[config.mk]
export PLATFORM = sky130hd
export DESIGN_NAME = noc_output_scheduler
export DESIGN_NICKNAME = d
export VERILOG_FILES = /design/src/rtl/noc_pkg.sv /design/src/rtl/rr_arbiter.sv /design/src/rtl/noc_output_scheduler.sv
export SDC_FILE = /design/constraint.sdc
export NUM_CORES = 1
export LEC_CHECK = 0
export CAP_MARGIN = 0
export CORE_MARGIN = 1
export CORE_UTILIZATION = 40
export CTS_CLUSTER_DIAMETER = 30
export CTS_CLUSTER_SIZE = 40
export DETAILED_ROUTE_END_ITERATION = 10
export PLACE_DENSITY = 0.7
export SETUP_SLACK_MARGIN = 0.3
export SKIP_CTS_REPAIR_TIMING = 1
export SYNTH_ARGS = -nofsm -noshare
export SYNTH_HDL_FRONTEND = slang
export SYNTH_SLANG_ARGS = --single-unit
[constraint.sdc]
create_clock -name clk -period 18.1 [get_ports clk]
set_clock_uncertainty 0.2 [all_clocks]
set_input_delay 3.62 -clock clk [delete_from_list [all_inputs] [get_ports clk]]
set_output_delay 3.62 -clock clk [all_outputs]
set_load 0.005 [all_outputs]
[src/rtl/noc_pkg.sv]
// Shared NoC definitions: flit layout, buffer sizing and output-port target codes.
package noc_pkg;

  localparam int FLIT_W      = 23;
  localparam int PAYLOAD_MSB = 22;
  localparam int PAYLOAD_LSB = 7;
  localparam int ADDR_MSB    = 6;
  localparam int ADDR_LSB    = 3;
  localparam int TGT_MSB     = 2;
  localparam int TGT_LSB     = 0;
  localparam int TGT_W       = TGT_MSB - TGT_LSB + 1;

  localparam int BUF_DEPTH   = 5;

  localparam logic [2:0] PORT_LOCAL = 3'd0;
  localparam logic [2:0] PORT_NORTH = 3'd1;
  localparam logic [2:0] PORT_EAST  = 3'd2;
  localparam logic [2:0] PORT_SOUTH = 3'd3;
  localparam logic [2:0] PORT_WEST  = 3'd4;

  function automatic logic [TGT_W-1:0] flit_tgt(input logic [FLIT_W-1:0] f);
    return f[TGT_MSB:TGT_LSB];
  endfunction

endpackage

[src/rtl/rr_arbiter.sv]
// Round-robin arbiter: combinational one-hot grant searching from ptr, pointer
// advances past the winner on every grant.
module rr_arbiter #(
  parameter int N = 5,
  localparam int PW = (N > 1) ? $clog2(N) : 1
) (
  input  logic         clk,
  input  logic         rst,
  input  logic [N-1:0] req,
  output logic [N-1:0] gnt
);

  logic [PW-1:0] ptr;
  logic [PW-1:0] gidx;
  logic [PW-1:0] ptr_nxt;
  logic          any_gnt;
  int            idx;

  always_comb begin
    gnt     = '0;
    any_gnt = 1'b0;
    gidx    = '0;
    idx     = 0;
    for (int k = 0; k < N; k++) begin
      idx = int'(ptr) + k;
      if (idx >= N) idx = idx - N;
      if (!any_gnt && req[idx]) begin
        gnt[idx] = 1'b1;
        any_gnt  = 1'b1;
        gidx     = PW'(idx);
      end
    end
    ptr_nxt = (gidx == PW'(N - 1)) ? '0 : gidx + 1'b1;
  end

  always_ff @(posedge clk or negedge rst) begin
    if (!rst)         ptr <= '0;
    else if (any_gnt) ptr <= ptr_nxt;
  end

endmodule

[src/rtl/noc_output_scheduler.sv]
// One router output port: shadow-counts each input buffer, round-robin grants a
// matching head flit while downstream credits remain, and registers it onto the link.
module noc_output_scheduler
  import noc_pkg::*;
#(
  parameter int         N_IN      = 5,
  parameter logic [2:0] PORT_ID   = 3'd0,
  parameter int         FLIT_W    = noc_pkg::FLIT_W,
  parameter int         BUF_DEPTH = noc_pkg::BUF_DEPTH,
  parameter int         CREDITS   = 5,
  localparam int        CW        = $clog2(CREDITS + 1)
) (
  input  logic                     clk,
  input  logic                     rst,
  input  logic [N_IN-1:0]          in_wr,
  input  logic [N_IN*FLIT_W-1:0]   in_head,
  output logic [N_IN-1:0]          pop,
  output logic [FLIT_W-1:0]        out_flit,
  output logic                     out_valid,
  input  logic                     credit_in,
  output logic [CW-1:0]            credits,
  output logic                     err
);

  localparam int NW = $clog2(BUF_DEPTH + 1);

  logic [NW-1:0]     cnt [N_IN];
  logic [N_IN-1:0]   nz;
  logic [N_IN-1:0]   req;
  logic [FLIT_W-1:0] sel;
  logic              grant;
  logic              en;

  always_comb begin
    nz  = '0;
    req = '0;
    sel = '0;
    for (int i = 0; i < N_IN; i++) begin
      nz[i]  = (cnt[i] != '0);
      req[i] = nz[i] && (in_head[i*FLIT_W + TGT_LSB +: 3] == PORT_ID);
      if (pop[i]) sel = in_head[i*FLIT_W +: FLIT_W];
    end
  end

  assign en    = (credits != '0);
  assign grant = |pop;

  rr_arbiter #(.N(N_IN)) u_arb (
    .clk (clk),
    .rst (rst),
    .req (req & {N_IN{en}}),
    .gnt (pop)
  );

  always_ff @(posedge clk or negedge rst) begin
    if (!rst) begin
      for (int i = 0; i < N_IN; i++) cnt[i] <= '0;
      credits   <= CW'(CREDITS);
      out_valid <= 1'b0;
      out_flit  <= '0;
      err       <= 1'b0;
    end else begin
      // Saturating shadow counters; write+pop together leaves the count alone.
      for (int i = 0; i < N_IN; i++) begin
        case ({in_wr[i], pop[i]})
          2'b10:   if (cnt[i] == NW'(BUF_DEPTH)) err <= 1'b1;
                   else cnt[i] <= cnt[i] + 1'b1;
          2'b01:   if (cnt[i] == '0) err <= 1'b1;
                   else cnt[i] <= cnt[i] - 1'b1;
          default: ;
        endcase
      end
      case ({grant, credit_in})
        2'b10:   credits <= credits - 1'b1;
        2'b01:   if (credits == CW'(CREDITS)) err <= 1'b1;
                 else credits <= credits + 1'b1;
        default: ;
      endcase
      out_valid <= grant;
      if (grant) out_flit <= sel;
    end
  end

  a_no_pop_underflow: assert property (@(posedge clk) disable iff (!rst) (pop & ~nz) == '0);

endmodule

### Word level (Yosys, flattened, before mapping)

Index checks and enable logic that the tools add are counted.
W data, S select, Z words.

* bits in registers: 46
* input bits: 123
* output and inout port bits: 33
* logic and storage cells: 214

* add/subtract/negate cells: 22
* $lt $le $gt $ge: 15
* equality and inequality tests: 30
* muxes and demuxes: 85
* bitwise operators: 5
* reductions and logical operators: 47

Operators with widths (count)
* $ge A32 B1 Y1 const B: 5
* $lt A32 B5 Y1 const B: 5
* $mux W32: 5
* $ge A32 B4 Y1 const B: 4
* $sub A32 B4 Y32 const B: 4
* $mux W23: 5
* $mux W3: 17
* $pmux W3 S2: 6
* $mux W1: 32
* $logic_not A3 Y1: 10
* $mux W5: 5
* $ne A2 B2 Y1 const B: 11
* $add A3 B1 Y3 const B: 7
* $eq A3 B3 Y1 const B: 7
* $or A5 B5 Y5: 4
* $reduce_bool A3 Y1: 6
* $sub A3 B1 Y3 const B: 6
* $bmux W1 S3: 5
* $demux W1 S3: 5
* $reduce_and A3 Y1: 5
* $logic_and A1 B1 Y1: 14
* $eq A2 B1 Y1 const B: 6
* $eq A2 B2 Y1 const B: 6
* $reduce_bool A2 Y1: 6
* 10 further kinds: 18

### Longest topological paths before layout

Gate-level depths: netlist of the first run.

* word-level depth: 31
* gate-level depth with buffers: 28
* gate-level depth less buffers: 23

### By module

A second synthesis of the first run with hierarchy kept.

* cells, all modules: 654
* area total of the unflattened synthesis: 5350.1 sq um

By module, submodules not included
* noc_output_scheduler: instances 1, cells an instance 387, area an instance 3314.4 sq um, sequential area each 1078.5 sq um
* rr_arbiter: instances 1, cells an instance 267, area an instance 2035.7 sq um, sequential area each 75.1 sq um

### Least setup slack after synthesis of the first run

Ideal clock, no wire load.

* path type: input -> output
* from: in in_head[23]
* to: out pop[4]
* arrival time: 6281 ps
* data required time: 14280 ps
* setup slack: 7999 ps
* stages on the path: 11
* path buffers: 3
* cells stage by stage: or4_1 > buf_2 > mux2_2 > a211o_1 > or2_1 > buf_2 > or4_1 > a31oi_1 > a311oi_2 > inv_2 > clkbuf_1

* longest elaborated chain between the ends: 19
* elaborated cells on any way between the ends: 39
* classes of those cells: 24 x mux; 5 x bitwise; 10 x reduce/logical

Ends and longest elaborated chain
* start, declared: RTL line noc_output_scheduler.sv:16 `input logic [N_IN*FLIT_W-1:0] in_head,`
* $logic_not A3 Y1 *: RTL line noc_output_scheduler.sv:40 `req[i] = nz[i] && (in_head[i*FLIT_W + TGT_LSB +: 3] == PORT_ID);`
* $logic_and A1 B1 Y1 *: RTL line noc_output_scheduler.sv:40
* $and A5 B5 Y5 *: RTL line noc_output_scheduler.sv:51 `.req (req & {N_IN{en}}),`
* $bmux W1 S3: RTL line rr_arbiter.sv:27 `if (!any_gnt && req[idx]) begin`
* $mux W1 (implied by the code) (2 in series): RTL line rr_arbiter.sv:27
* $mux W1: RTL line rr_arbiter.sv:27
* $logic_not A1 Y1: RTL line rr_arbiter.sv:27
* $logic_and A1 B1 Y1: RTL line rr_arbiter.sv:27
* [2 not listed]
* $logic_and A1 B1 Y1: RTL line rr_arbiter.sv:27
* $mux W1: RTL line rr_arbiter.sv:27
* $logic_not A1 Y1: RTL line rr_arbiter.sv:27
* $logic_and A1 B1 Y1: RTL line rr_arbiter.sv:27
* $mux W1: RTL line rr_arbiter.sv:27
* $logic_not A1 Y1: RTL line rr_arbiter.sv:27
* $logic_and A1 B1 Y1: RTL line rr_arbiter.sv:27
* $mux W5 *: RTL line rr_arbiter.sv:27
* end, declared: RTL line noc_output_scheduler.sv:17 `output logic [N_IN-1:0] pop,`

Every way passes the cells marked *; elsewhere a longest branch is shown, timed or not. The select of a mux whose other input is x is not followed.

### Final worst setup path of the first run

* from: in in_head[23]
* to: out pop[0]

The elaborated chain is that of the path after synthesis.

==> impl_results.md, run 1 <==
* CTS buffer count at 5
* DIE AREA at 13300 um^2
* Diode count at 0
* CTS H-tree lvls at 2
* Worst path cell trace: clkdlybuf4s50_1 > or4_1 > a221oi_1 > a22o_1 > a2111oi_2 > nand3_1 > o32ai_1 > or2_1 > clkdlybuf4s50_1
* Aggregate negative setup slack at 0 ns
* Final net count at 968
* Post-synthesis sequential area ratio at 0.224
* Clock Path Buffers at 2
* Synthesized Nets at 843
* Synthesized area per cell at 7.55 um^2
* Post-synthesis mux area share at 0.0448
* Synth Area in XOR/XNOR at 0.0102
* Die span in y at 115 um
* Critical-path top delay cell: a2111oi_2
* Worst skew pair latency at 0.29 ns
* Met3 GRT Util at 0.0596
* Warning count from the yosys run at 0
* Area of the multi-input gates at 3630 um^2
* Fmax at 86.9 MHz
* Grt ovf at 0
* Combinational family with the most area after synthesis: compound AO/OA/AOI/OAI gates
* Dpl hpwl at 13700 um
* Max transition margin at 0.228
* Top Usage Layer GRT: met2
* # IOs at 156
* Hold path endpoint: out_flit[0]
* Initial DRC count at 468
* Worst-path clk slew at 0.07 ns
* Crit path max fanout at 23
* HP Class: flip-flop to flip-flop
* Async set or reset register ratio after synthesis at 1.00
* Post-Synth Simple-Gate Area at 0.253
* Global Route met1 Usage at 0.333
* Via-to-Cell Ratio at 5.80
* HP Start: out_flit[0]
* Synth Instances at 681
* Util after Layout at 0.551
* Worst R2R Setup Slack at 10.91 ns
* Die W at 115 um
* Routability cong. at 0.984
* Initial Utilization at 0.409
* Largest net degree at the start of global routing at 51
* R2R cell count at 18
* Final worst path period share at 0.636
* DRC Markers at 0
* Required time of the critical path at 14.28 ns
* DRT Pass-1 Iters at 5
* Reg2reg end: credits[1]
* Final ANT Viol Nets at 0
* Hold Fails Final Rpt at 0
* Port Buf Inserts at 155
* Max Cap Viol at 0
* Synth Register Bits at 46
* Met2 usage at 0.459
* Crit Path Category: primary input to output port
* Post-Synth Adder-Cell Area at 0.105
* Std cell rows at 41
* EDFF count, synth at 0
* Reg2reg start: u_arb.ptr[1]
* Most common cell after layout, fill and taps aside: clkdlybuf4s50_1
* Vias in the first global route at 5386
* Number of distinct library cells after synthesis at 71
* CTS tree: done
* Fin. max-slew vios at 0
* Critical path's most frequent cell: clkdlybuf4s50_1
* Crit path DAT at 7.69 ns
* Crit path time final at 11.51 ns
* Core footprint at 12600 um^2
* Most frequent cells in the layout: clkdlybuf4s50_1, nand2_1, nor2_1, a21oi_1, dfrtp_1
* Global Route Usage Sum at 0.267
* Compound-Gate Fraction of Synth Area at 0.291
* Status: finished clean
* FF/Latch Area at 1150 um^2
* Layout Area Growth over Synthesis at 34.7%
* Final Setup Violations at 0
* Main flop type after synthesis: dfrtp_1
* CTS Root Cell: clkbuf_16
* Min-Delay Path Depth at 2
* Share of cells above drive strength 1 at 0.0508
* Routed WL at 17900 um
* Worst-Margin Slew at 1.15 ns
* First-pass GRT wire length at 27600 um
* Vias at 5678
* Initial antenna violation count at 0
* Filler cells at 1168
* Cell Area, Synth at 5140 um^2
* Crit path largest cell delay at 0.84 ns
* Crit end category: output port
* Crit path launch type: primary input
* Average routed wire per standard cell at 18.2 um
* Unrepaired setup endpoints after global routing: false
* CTS Sinks at 46
==> layout make-up <==
| class | instances | area share |
|---|---|---|
| Clock buffer | 6 | 0.0186 |
| Timing Repair Buffer | 160 | 0.229 |
| Clock inverter | 2 | 0.00542 |
| Multi-Input combinational cell | 548 | 0.525 |
| Tap cell | 172 | 0.0311 |
| Inverter | 45 | 0.0244 |
| Sequential cell | 46 | 0.167 |
==> registers in the layout, summed over array words and instances, names as in the netlist <==
name	flops
out_flit	23
cnt	15
credits	3
u_arb.ptr	3
err	1
out_valid	1
==> Yosys cell counts (17+ instances only) <==
master / instances / share of area
o21ai_0: 35 / 0.034
mux2i_1: 17 / 0.033
o22a_1: 19 / 0.032
clkbuf_1: 31 / 0.023
inv_1: 40 / 0.029
nand2_1: 91 / 0.066
dfrtp_1: 44 / 0.21
nor3_1: 24 / 0.023
a21oi_1: 52 / 0.051
a222oi_1: 21 / 0.041
ha_1: 32 / 0.078
nor2_1: 69 / 0.050
==> worst max-delay path by stage <==
stage               slack, ns   startpoint  endpoint
finish                   6.59  in_head[23]    pop[0]
global route             6.40  in_head[23]    pop[0]
CTS                      6.61   in_head[0]    pop[0]
detailed placement       6.62  in_head[23]    pop[0]
global placement         6.69   in_head[0]    pop[0]
floorplan                8.00  in_head[23]    pop[4]
==> layer usage <==
metal  vias up  part of all wire
met5         -                 0
met4         0             0.025
met3        35             0.078
met2       236              0.47
met1      2641              0.42
li1       2766                 -
==> metrics by stage <==
step | instances | hold WS, ns | setup WS (ns) | instance area, um^2
finish | 979 | 0.300 | 6.59 | 6920
global route | 979 | 0.334 | 6.40 | 6920
CTS | 979 | 0.303 | 6.61 | 6920
detailed placement | 971 | 0.288 | 6.62 | 6760
global placement | 971 | 0.284 | 6.69 | 6760
floorplan | 681 | 0.293 | 8.00 | 5140
==> critical path, delay by kind of cell <==
family                 cells  cell delay (ns)
buffers and inverters      2             1.12
AO/OA/AOI/OAI              4             1.63
AND/OR/NAND/NOR            3             1.31
==> cell families after synthesis <==
group | Yosys count
AOI/OAI and AO/OA | 209
xor gates and xnor gates | 6
adders and majority gates | 39
buffers and inverters | 87
DFF | 46
muxes | 22
and+or+nand+nor | 272
Power of run 1 is left out: the tool's default activity adds up to more than one toggle a clock period on the data nets, which glitch-free logic cannot reach.
==> run 2: changes to the inputs <==
Clock period 18.1 ns to 11.48 ns, I/O delays scaled along.
==> impl_results.md, run 2 (synthesis results as in run 1) <==
* Reg2reg end: credits[1]
* Clock Path Buffers at 2 (unchanged)
* Worst skew pair latency at 0.30 ns (about the same)
* DRC Markers at 0 (unchanged)
* Final net count at 969 (+0.10%)
* Max Cap Viol at 0 (unchanged)
* Average routed wire per standard cell at 18.5 um (+1.3%)
* Crit path max fanout at 23 (unchanged)
* DRT Pass-1 Iters at 7 (+2)
* Diode count at 0 (unchanged)
* Crit end category: output port
* Worst R2R Setup Slack at 4.14 ns (-6.77 ns)
* Crit path time final at 8.86 ns
* Crit Path Category: primary input to output port
* # IOs at 156 (unchanged)
* Largest net degree at the start of global routing at 51 (unchanged)
* Max transition margin at 0.350 (+0.122)
* Most frequent cells in the layout: clkdlybuf4s50_1, nand2_1, nor2_1, a21oi_1, dfrtp_1
* Unrepaired setup endpoints after global routing: false
* Util after Layout at 0.551 (+0.000597)
* R2R cell count at 18 (unchanged)
* Die W at 115 um (unchanged)
* Final Setup Violations at 0 (unchanged)
* Status: finished clean
* Reg with most FFs: out_flit
* Aggregate negative setup slack at 0 ns (unchanged)
* Filler cells at 1169 (+0.086%)
* Std cell rows at 41 (unchanged)
* Required time of the critical path at 8.98 ns (-5.30 ns)
* Min-Delay Path Depth at 2 (unchanged)
* Hold path endpoint: out_flit[0]
* Fmax at 113 MHz
* Vias in the first global route at 5469 (+1.5%)
* Crit path launch type: primary input
* Fin. max-slew vios at 0 (unchanged)
* Crit path DAT at 6.36 ns (-1.33 ns)
* Hold Fails Final Rpt at 0 (unchanged)
* Grt ovf at 0 (unchanged)
* Initial DRC count at 532 (+14%)
* CTS H-tree lvls at 2 (unchanged)
* Layout Area Growth over Synthesis at 34.8%
* Worst-path clk slew at 0.07 ns (about the same)
* Initial antenna violation count at 0 (unchanged)
* Vias at 5707 (+0.51%)
* Worst-Margin Slew at 0.975 ns (-0.174 ns)
* Port Buf Inserts at 155 (unchanged)
* Regs by FF count: out_flit (23), cnt (15)
* Via-to-Cell Ratio at 5.82 (+0.41%)
* HP Start: out_flit[0]
* Reg2reg start: u_arb.ptr[0]
* Routability cong. at 0.972 (-1.3%)
* Final ANT Viol Nets at 0 (unchanged)
* Max FFs per register at 23 (unchanged)
* Placed cells at 972 (+0.10%)
* First-pass GRT wire length at 28400 um (+2.8%)
* Share of cells above drive strength 1 at 0.0520 (+0.00117)
* Most common cell after layout, fill and taps aside: clkdlybuf4s50_1
* Post-route non-filler standard cell count at 980 (+0.10%)
* Global Route Usage Sum at 0.277 (+0.00932)
* CTS Root Cell: clkbuf_16
* Routed WL at 18100 um (+1.4%)
* Dpl hpwl at 14100 um (+2.5%)
* Die span in y at 115 um (unchanged)
* CTS buffer count at 5 (unchanged)
* CTS Sinks at 46 (unchanged)
* CTS tree: done
* DIE AREA at 13300 um^2 (unchanged)
* HP Class: flip-flop to flip-flop
* Initial Utilization at 0.409 (unchanged)
* Final worst path period share at 0.772
* Core footprint at 12600 um^2 (unchanged)
[run 2: final cells by class]
cell class | count | area (um^2) | area share
multi-input combinational | 548 | 3630 | 0.524
clock buffer | 6 | 129 | 0.0186
inverter | 45 | 169 | 0.0244
timing repair buffer | 161 | 1590 | 0.230
tap | 172 | 215 | 0.0311
sequential | 46 | 1150 | 0.166
clock inverter | 2 | 37.5 | 0.00542
[run 2: how the worst max path moves through the flow]
stage,startpoint,endpoint,slack [ns],depth (start not counted)
after global placement,in_head[0],pop[2],2.67,9
final,in_head[0],pop[2],2.62,9
after detailed placement,in_head[0],pop[2],2.62,9
after global routing,u_arb.ptr[0],pop[2],2.33,13
after floorplan,in_head[23],pop[4],4.03,11
after CTS,in_head[0],pop[2],2.60,9
[run 2: worst max-delay path, cell delays in order]
cell	delay (ns)
clkdlybuf4s50_1	0.39
or4_1	0.65
or3_1	0.41
a2111o_1	0.36
nand3_1	0.13
nand3_1	0.19
nor3_1	0.50
a21o_1	0.79
clkdlybuf4s50_1	0.65
[run 2: per-layer routing]
metal  part of all wire  track usage  routed length, um
met5                  0            0                  0
met4              0.024       0.0874                440
met3              0.073       0.0601               1330
met2               0.48        0.469               8630
met1               0.43        0.350               7710
[run 2: stage by stage]
step	cell area, um^2	worst slack [ns]	hold WS (ns)
2_1_floorplan	5140	4.03	0.293
3_3_place_gp	6760	2.67	0.283
3_5_place_dp	6760	2.62	0.289
4_1_cts	6930	2.60	0.297
5_1_grt	6930	2.33	0.327
6_report	6930	2.62	0.293
Power of run 2 is left out for the same reason.
==> run 3: changes to the inputs <==
Clock period 11.48 ns to 8.5 ns, I/O delays scaled along.
==> impl_results.md, run 3 (synthesis results as in run 1) <==
* Worst path cell trace: inv_1 > ha_1 > ha_1 > a21oi_1 > mux2i_1 > mux2_2 > o221ai_1 > nand3_1 > nor3_1 > a21o_1 > clkdlybuf4s50_1
* Met3 GRT Util at 0.0606 (+0.000527)
* DRT Pass-1 Iters at 6 (-1)
* Crit path DAT at 5.43 ns (-0.93 ns)
* Status: finished clean
* Max Cap Viol at 0 (unchanged)
* Core footprint at 12600 um^2 (unchanged)
* Crit path time final at 7.33 ns
* Vias in the first global route at 5541 (+1.3%)
* Crit path max fanout at 13 (-43%)
* CTS Sinks at 46 (unchanged)
* Grt ovf at 0 (unchanged)
* CTS buffer count at 5 (unchanged)
* Unrepaired setup endpoints after global routing: false
* Critical path's most frequent cell: ha_1
* Critical-path top delay cell: dfrtp_1
* Std cell rows at 41 (unchanged)
* HP Class: flip-flop to flip-flop
* DIE AREA at 13300 um^2 (unchanged)
* Util after Layout at 0.555 (+0.00328)
* Layout Area Growth over Synthesis at 35.6%
* Final net count at 975 (+0.62%)
* Top Usage Layer GRT: met2
* Crit path largest cell delay at 0.66 ns (-0.13 ns)
* Crit end category: output port
* Crit Path Category: flip-flop to output port
* First-pass GRT wire length at 28100 um (-0.97%)
* Hold Fails Final Rpt at 0 (unchanged)
* CTS H-tree lvls at 2 (unchanged)
* Die span in y at 115 um (unchanged)
* Crit path launch: u_arb.ptr[1]
* Routed WL at 18100 um (+0.22%)
* Regs by FF count: out_flit (23), cnt (15)
* Most common cell after layout, fill and taps aside: clkdlybuf4s50_1
* Share of cells above drive strength 1 at 0.0577 (+0.00576)
* HP Start: out_flit[0]
* Max transition margin at 0.400 (+0.0498)
* Aggregate negative setup slack at 0 ns (unchanged)
* Final Setup Violations at 0 (unchanged)
* Initial antenna violation count at 0 (unchanged)
* Average routed wire per standard cell at 18.4 um (-0.39%)
* Cell family with most CP delay: compound AO/OA/AOI/OAI gates
* # IOs at 156 (unchanged)
* Via-to-Cell Ratio at 5.91 (+1.5%)
* Die W at 115 um (unchanged)
* Met2 usage at 0.470 (+0.00160)
* DRC Markers at 0 (unchanged)
* CTS tree: done
* Final ANT Viol Nets at 0 (unchanged)
* Initial Utilization at 0.409 (unchanged)
* Max FFs per register at 23 (unchanged)
* Vias at 5829 (+2.1%)
* Crit path launch type: flip-flop
* Diode count at 0 (unchanged)
* WP buf/inv at 2 (unchanged)
* Routability cong. at 0.946 (-2.6%)
* Initial DRC count at 512 (-3.8%)
* Most frequent cells in the layout: clkdlybuf4s50_1, nand2_1, nor2_1, a21oi_1, dfrtp_1
* Reg2reg start: u_arb.ptr[1]
* Worst-path clk slew at 0.06 ns (about the same)
* Reg with most FFs: out_flit
* Clock Path Buffers at 2 (unchanged)
* Global Route Usage Sum at 0.275 (-0.00171)
* Global Route met1 Usage at 0.345 (-0.00488)
* Port Buf Inserts at 155 (unchanged)
* Fin. max-slew vios at 0 (unchanged)
* Fmax at 136 MHz
* Largest net degree at the start of global routing at 50 (-2.0%)
* Dpl hpwl at 14200 um (+0.72%)
* Final worst path period share at 0.863
* CTS Root Cell: clkbuf_16
* Worst-Margin Slew at 0.892 ns (-0.0830 ns)
* Required time of the critical path at 6.60 ns (-2.38 ns)
* Filler cells at 1161 (-0.68%)
* Worst skew pair latency at 0.30 ns (about the same)
run 3: changes by cell type in the layout (fill, tap and decap cells not counted):
| cell | delta |
|---|---|
| clkinvlp_4 | -1 |
| buf_4 | +6 |
| clkbuf_1 | +1 |
run 3: worst min-delay path: stages (launching register included):
cell	delay [ns]
dfrtp_1	0.38
inv_1	0.05
nor2_1	0.03
run 3: worst paths after layout:
check | endpoint | slack, ns | cells past startpoint
max reg2reg | cnt[8] | 1.84 | 19
min | out_flit[0] | 0.30 | 2
max in group asynchronous | cnt[12] | 6.37 | 2
max | pop[2] | 1.17 | 11
min in group asynchronous | cnt[5] | 1.28 | 2
min reg2reg | out_flit[0] | 0.30 | 2
run 3: cell type report:
cell class	instances	area [um^2]	area share
Multi-Input combinational cell	548	3630	0.521
Clock inverter	1	30.0	0.00431
Sequential cell	46	1150	0.166
Tap cell	172	215	0.0309
Clock buffer	7	133	0.0190
Timing Repair Buffer	167	1640	0.235
Inverter	45	169	0.0242
run 3: metal layers:
layer,wire length [um],part of all wire,vias up
met3,1440,0.079,25
met4,302,0.017,0
li1,-,-,2768
met2,8830,0.49,272
met1,7580,0.42,2764
met5,0,0,-
run 3: per-stage QoR:
stage	setup slack (ns)	instances	cell area, um^2	hold slack [ns]
after floorplan	2.24	681	5140	0.293
after global placement	1.41	978	6810	0.282
after detailed placement	1.36	978	6810	0.289
after CTS	1.24	986	6970	0.301
after global routing	0.901	986	6970	0.316
final	1.17	986	6970	0.296
Power of run 3 is left out for the same reason.
